--- src/rtl/simmem_pkg.sv ---
// rtl/simmem_pkg.sv - shared simulated-memory constants, types and row helpers
package simmem_pkg;

  localparam int AxAddrWidth    = 20;
  localparam int AxLenWidth     = 8;
  localparam int RowBufLenW     = 10;
  localparam int RowIdWidth     = AxAddrWidth - RowBufLenW;
  localparam int WRspBankAddrW  = 4;
  localparam int RDataBankAddrW = 5;
  localparam int IidW = (WRspBankAddrW > RDataBankAddrW) ? WRspBankAddrW : RDataBankAddrW;
  localparam int StatW = 16;

  localparam int RowHitCost     = 10;
  localparam int PrechargeCost  = 50;
  localparam int ActivationCost = 45;

  // Worst case is a conflict plus the longest burst; sized so the counter never wraps.
  localparam int CntW = $clog2(PrechargeCost + ActivationCost + RowHitCost + (2 ** AxLenWidth));

  typedef enum logic {
    WRSP_BANK  = 1'b0,
    RDATA_BANK = 1'b1
  } rsp_bank_type_e;

  typedef enum logic [1:0] {
    ROW_HIT,
    ROW_CLOSED,
    ROW_CONFLICT
  } row_access_e;

  typedef enum logic [1:0] {
    ST_IDLE,
    ST_COUNT,
    ST_RELEASE
  } row_timer_state_e;

  function automatic logic [RowIdWidth-1:0] get_row_id(input logic [AxAddrWidth-1:0] addr);
    return RowIdWidth'(addr >> RowBufLenW);
  endfunction

endpackage

--- src/rtl/simmem_row_classifier.sv ---
// rtl/simmem_row_classifier.sv - classifies an access against the open row and computes its delay
module simmem_row_classifier
  import simmem_pkg::*;
(
  input  logic                   row_open_i,
  input  logic [RowIdWidth-1:0]  open_row_i,
  input  logic [AxAddrWidth-1:0] addr_i,
  input  logic [AxLenWidth-1:0]  burst_len_i,
  output row_access_e            access_o,
  output logic [RowIdWidth-1:0]  row_id_o,
  output logic [CntW-1:0]        delay_o
);

  localparam logic [CntW-1:0] HitCost      = CntW'(RowHitCost);
  localparam logic [CntW-1:0] ClosedCost   = CntW'(ActivationCost + RowHitCost);
  localparam logic [CntW-1:0] ConflictCost = CntW'(PrechargeCost + ActivationCost + RowHitCost);

  logic [CntW-1:0] row_cost;

  always_comb begin
    row_id_o = get_row_id(addr_i);
    access_o = ROW_CLOSED;
    row_cost = ClosedCost;
    if (row_open_i) begin
      if (open_row_i == row_id_o) begin
        access_o = ROW_HIT;
        row_cost = HitCost;
      end else begin
        access_o = ROW_CONFLICT;
        row_cost = ConflictCost;
      end
    end
    delay_o = row_cost + CntW'(burst_len_i);
  end

endmodule

--- src/rtl/simmem_row_delay_timer.sv ---
// rtl/simmem_row_delay_timer.sv - single-bank open-page DRAM delay model releasing one id at a time
// Optional build macro SIMMEM_ROW_STATS_EN adds saturating per-class access counters.
module simmem_row_delay_timer
  import simmem_pkg::*;
(
  input  logic                   clk_i,
  input  logic                   rst_i,
  input  logic                   req_valid_i,
  output logic                   req_ready_o,
  input  rsp_bank_type_e         req_bank_i,
  input  logic [IidW-1:0]        req_iid_i,
  input  logic [AxAddrWidth-1:0] req_addr_i,
  input  logic [AxLenWidth-1:0]  req_burst_len_i,
  output logic                   rel_valid_o,
  input  logic                   rel_ready_i,
  output rsp_bank_type_e         rel_bank_o,
  output logic [IidW-1:0]        rel_iid_o
`ifdef SIMMEM_ROW_STATS_EN
  ,
  output logic [StatW-1:0]       stat_hits_o,
  output logic [StatW-1:0]       stat_closed_o,
  output logic [StatW-1:0]       stat_conflicts_o
`endif
);

  row_timer_state_e      state_q, state_d;
  logic [CntW-1:0]       cnt_q, cnt_d;
  logic                  row_open_q;
  logic [RowIdWidth-1:0] open_row_q;
  rsp_bank_type_e        rel_bank_q;
  logic [IidW-1:0]       rel_iid_q;

  row_access_e           access;
  logic [RowIdWidth-1:0] row_id;
  logic [CntW-1:0]       delay;
  logic                  accept;

  simmem_row_classifier u_classifier (
    .row_open_i  (row_open_q),
    .open_row_i  (open_row_q),
    .addr_i      (req_addr_i),
    .burst_len_i (req_burst_len_i),
    .access_o    (access),
    .row_id_o    (row_id),
    .delay_o     (delay)
  );

  assign req_ready_o = (state_q == ST_IDLE);
  assign rel_valid_o = (state_q == ST_RELEASE);
  assign accept      = req_valid_i && req_ready_o;
  assign rel_bank_o  = rel_bank_q;
  assign rel_iid_o   = rel_iid_q;

  // Loading D-1 and moving to RELEASE on the edge after zero gives exactly D cycles to rel_valid.
  always_comb begin
    state_d = state_q;
    cnt_d   = cnt_q;
    unique case (state_q)
      ST_IDLE: begin
        if (req_valid_i) begin
          state_d = ST_COUNT;
          cnt_d   = delay - CntW'(1);
        end
      end
      ST_COUNT: begin
        if (cnt_q == '0) begin
          state_d = ST_RELEASE;
        end else begin
          cnt_d = cnt_q - CntW'(1);
        end
      end
      ST_RELEASE: begin
        if (rel_ready_i) begin
          state_d = ST_IDLE;
        end
      end
      default: state_d = ST_IDLE;
    endcase
  end

  always_ff @(posedge clk_i) begin
    if (rst_i) begin
      state_q    <= ST_IDLE;
      cnt_q      <= '0;
      row_open_q <= 1'b0;
      open_row_q <= '0;
      rel_bank_q <= WRSP_BANK;
      rel_iid_q  <= '0;
    end else begin
      state_q <= state_d;
      cnt_q   <= cnt_d;
      if (accept) begin
        row_open_q <= 1'b1;
        open_row_q <= row_id;
        rel_bank_q <= req_bank_i;
        rel_iid_q  <= req_iid_i;
      end
    end
  end

`ifdef SIMMEM_ROW_STATS_EN
  logic [StatW-1:0] hits_q, closed_q, conflicts_q;

  always_ff @(posedge clk_i) begin
    if (rst_i) begin
      hits_q      <= '0;
      closed_q    <= '0;
      conflicts_q <= '0;
    end else if (accept) begin
      if (access == ROW_HIT && hits_q != '1) hits_q <= hits_q + StatW'(1);
      if (access == ROW_CLOSED && closed_q != '1) closed_q <= closed_q + StatW'(1);
      if (access == ROW_CONFLICT && conflicts_q != '1) conflicts_q <= conflicts_q + StatW'(1);
    end
  end

  assign stat_hits_o      = hits_q;
  assign stat_closed_o    = closed_q;
  assign stat_conflicts_o = conflicts_q;
`else
  logic unused_access;
  assign unused_access = ^access;
`endif

endmodule
--- config.mk ---
export PLATFORM = sky130hd
export DESIGN_NAME = simmem_row_delay_timer
export DESIGN_NICKNAME = d
export VERILOG_FILES = /design/src/rtl/simmem_pkg.sv /design/src/rtl/simmem_row_classifier.sv /design/src/rtl/simmem_row_delay_timer.sv
export SDC_FILE = /design/constraint.sdc
export NUM_CORES = 1
export LEC_CHECK = 0
export BUFFER_PORTS_ARGS = -buffer_cell sky130_fd_sc_hd__buf_4
export CAP_MARGIN = 25
export CORE_MARGIN = 2
export CORE_UTILIZATION = 45
export DETAILED_ROUTE_END_ITERATION = 10
export HOLD_SLACK_MARGIN = 0.08
export PLACE_DENSITY_LB_ADDON = 0.1
export SLEW_MARGIN = 20
export SYNTH_ARGS = -nofsm -noshare
export SYNTH_HDL_FRONTEND = slang
export SYNTH_SLANG_ARGS = --single-unit
--- constraint.sdc ---
create_clock -name clk_i -period 2.6 [get_ports clk_i]
set_clock_uncertainty 0.05 [all_clocks]
set_input_delay 0.52 -clock clk_i [delete_from_list [all_inputs] [get_ports clk_i]]
set_output_delay 0.52 -clock clk_i [all_outputs]
set_load 0.01 [all_outputs]
==> results.sh <==
export IMPL_status="finished with violations"
export IMPL_failed_checks="setup timing"
export IMPL_die_area_mm2=0.00450
export IMPL_synth_area_top_cells="sky130_fd_sc_hd__dfxtp_1 31%, sky130_fd_sc_hd__ha_1 10%, sky130_fd_sc_hd__nand2_1 8.4%"
export IMPL_synthesis_area_per_instance_um2=7.62
export IMPL_die_width_um=67.1
export IMPL_ys_dominant_reg_cell="sky130_fd_sc_hd__dfxtp_1"
export IMPL_power_density_cell_area_mw_per_mm2=643
export IMPL_count_of_tritonroute_iterations_in_the_first_routing_pass=4
export IMPL_yosysWarnings=0
export IMPL_yosys_top_cells_count="40 x sky130_fd_sc_hd__nand2_1, 28 x sky130_fd_sc_hd__dfxtp_1, 27 x sky130_fd_sc_hd__inv_1"
export IMPL_cts_root_buffer="sky130_fd_sc_hd__clkbuf_8"
export IMPL_max_cap_violations=0
export IMPL_half_perimeter_wire_length_of_the_detailed_placement_result_mm=2.79
export IMPL_worstPathArrival_ns=2.85
export IMPL_grt_pass1_vias=1413
export IMPL_max_clock_path_buffers=2
export IMPL_cts_sink_count=28
export IMPL_cts_buffers=3
export IMPL_chipHeight_um=67.1
export IMPL_layout_min_cycle_time_ns=2.75
export IMPL_grt_max_degree=29
export IMPL_timing_final_hold_violations=0
export IMPL_drc=0
export IMPL_vdd_ir_drop_worst_mv=0.363
export IMPL_post_route_cell_area_mm2=0.00230
export IMPL_netlist_area_leader_share_pct=31.3
export IMPL_io_buffer_count=35
export IMPL_cts_tree="done"
export IMPL_cp_data_required_time_ns=2.70
export IMPL_wire_length_of_the_first_global_routing_pass_mm=6.07
export IMPL_cellLeakagePower_nw=1.04
export IMPL_htree_num_levels=1
export IMPL_overflow=0
export IMPL_synth_enable_flop_cells=0
export IMPL_post_synth_top_count_cell="sky130_fd_sc_hd__nand2_1"
export IMPL_end_kind="flop"
export IMPL_yosysSeqAreaShare_pct=31.3
export IMPL_clock_latency_ns=0.27
export IMPL_grt_usage_pct=17.2
export IMPL_fraction_of_layout_instances_using_a_drive_strength_above_1_pct=27.0
export IMPL_core_area_mm2=0.00374
export IMPL_preCtsSetupSlack_ns=-0.533
export IMPL_synth_net_count=289
export IMPL_ff_latch_area_um2=564
export IMPL_viasPerCell=5.00
export IMPL_hp_class="flop to flop"
export IMPL_antenna_found_initial=0
export IMPL_synthArstFlopShare_pct=0
export IMPL_ios=46
export IMPL_route_final_wire_length_mm=3.70
export IMPL_gp_congestion=0.812
export IMPL_critPathLaunchType="primary input"
export IMPL_timing_setup_critical_path_class="primary input to flop"
export IMPL_layout_nets=334
export IMPL_yosysTopAreaCell="sky130_fd_sc_hd__dfxtp_1"
export IMPL_synthToLayoutAreaGrowth_pct=28.4
export IMPL_timing_critical_path_fanout_max=3
export IMPL_setup_violations_final=5
export IMPL_initial_utilization_pct=47.8
export IMPL_rsz0062_at_grt="true"
export IMPL_antenna_cells_inserted=0
export IMPL_dpl_cell_count=321
export IMPL_final_min_period_over_clock_period_pct=106
export IMPL_routedWlPerCell_um=11.3
export IMPL_core_rowCount=22
export IMPL_timing_final_ws_setup_ns=-0.146
export IMPL_synth_cell_area_mm2=0.00179
export IMPL_fillerInstances=352
export IMPL_slew_viol_final=0
export IMPL_postPlaceCellArea_mm2=0.00221
export IMPL_final_core_util_pct=61.4
export IMPL_hold_buffers=0
export IMPL_finish_cell_count_without_fillers=326
export IMPL_worst_rel_slew_slack_pct=54.1
export IMPL_fmaxAchievable_mhz=364
export IMPL_worst_setup_hold_path_clk_slew_ns=0.09
export IMPL_post_synth_inst_count=235
export IMPL_multi_input_gate_area_in_the_final_layout_mm2=0.00116
export IMPL_first_iter_violations=80
export IMPL_routed_via_count=1631
export IMPL_drt_antenna_violating_nets=0
export IMPL_synth_ff_latch_count=28
export IMPL_synth_distinct_cells=43
export IMPL_actual_slew_at_the_worst_max_slew_pin_ns=0.688
[report_power, final]
part	internal, W	total [W]	switching [W]
combinational	0.000334	0.000697	0.000363
clock	0.000104	0.000228	0.000125
sequential	0.000496	0.000554	0.0000584
[repair_timing]
action | in CTS | in global routing
setup buffers | 2 | 0
endpoints found under the setup margin | 6 | 7
gates resized for setup | 10 | 3
pin swaps | 6 | 3
[sequential cells by signal (all words and copies together) (netlist names)]
name        cells
row_open_q      1
rel_iid_o       5
state_q         2
open_row_q     10
cnt_q           9
rel_bank_o      1
[final cells by class]
type | count | share of cell area [%]
inverter | 27 | 4.41
timing repair buffer | 49 | 16.3
tap | 48 | 2.61
clock buffer | 3 | 1.80
multi-input combinational | 171 | 50.3
sequential | 28 | 24.5
[critical path, cell delays in order]
cell	delay [ns]
sky130_fd_sc_hd__buf_4	0.11
sky130_fd_sc_hd__xor2_1	0.13
sky130_fd_sc_hd__nor4_1	0.29
sky130_fd_sc_hd__nand4_1	0.19
sky130_fd_sc_hd__nand2_1	0.13
sky130_fd_sc_hd__inv_2	0.05
sky130_fd_sc_hd__ha_4	0.20
sky130_fd_sc_hd__inv_2	0.06
sky130_fd_sc_hd__ha_4	0.13
sky130_fd_sc_hd__inv_2	0.04
sky130_fd_sc_hd__fa_2	0.33
sky130_fd_sc_hd__nor2b_2	0.13
sky130_fd_sc_hd__buf_4	0.13
sky130_fd_sc_hd__nor3_2	0.03
sky130_fd_sc_hd__a31o_2	0.23
sky130_fd_sc_hd__nand2_1	0.06
sky130_fd_sc_hd__a21oi_1	0.07
[logic make-up after synthesis]
family,share of synthesized area [%]
and+or+nand+nor,21.5
DFF,31.3
buffers and inverters,7.76
adders and majority gates,11.6
muxes,1.12
xor gates and xnor gates,5.87
AOI/OAI and AO/OA,20.8
[through the flow]
| step | total power, W | setup TNS (ns) | hold slack [ns] |
|---|---|---|---|
| global placement | 0.00123 | -2.67 | 0.394 |
| global route | 0.00161 | -1.36 | 0.427 |
| CTS | 0.00150 | -0.644 | 0.412 |
| floorplan | 0.00104 | -0.158 | 0.398 |
| finish | 0.00148 | -0.477 | 0.410 |
| detailed placement | 0.00123 | -2.88 | 0.400 |
[path summary, 6_finish.rpt]
check | start | endpoint | depth (start not counted) | slack, ns
worst max-delay path | req_addr_i[15] | cnt_q[3] | 17 | -0.15
worst min-delay path | rel_iid_o[4] | rel_iid_o[4] | 2 | 0.41
worst max register to register | open_row_q[5] | cnt_q[3] | 16 | -0.13
worst min register to register | rel_iid_o[4] | rel_iid_o[4] | 2 | 0.41
[per-layer routing]
metal	global-route usage [%]	part of all wire, %	up-vias
met1	23.5	51	714
met4	2.30	0.27	0
met5	0	0	-
met2	28.5	44	29
met3	3.55	4.6	2
li1	-	-	886
[placed cells by master (no fill, tap or decap), types with 4 or more instances in the layout]
cell,instances
sky130_fd_sc_hd__nor4_1,4
sky130_fd_sc_hd__nor2_1,16
sky130_fd_sc_hd__o21ai_0,8
sky130_fd_sc_hd__a21oi_1,25
sky130_fd_sc_hd__inv_1,24
sky130_fd_sc_hd__nand2_1,40
sky130_fd_sc_hd__xor2_1,9
sky130_fd_sc_hd__a211oi_1,5
sky130_fd_sc_hd__dfxtp_1,25
sky130_fd_sc_hd__buf_4,47
sky130_fd_sc_hd__ha_1,13
Power figures use the tool's default switching activity.
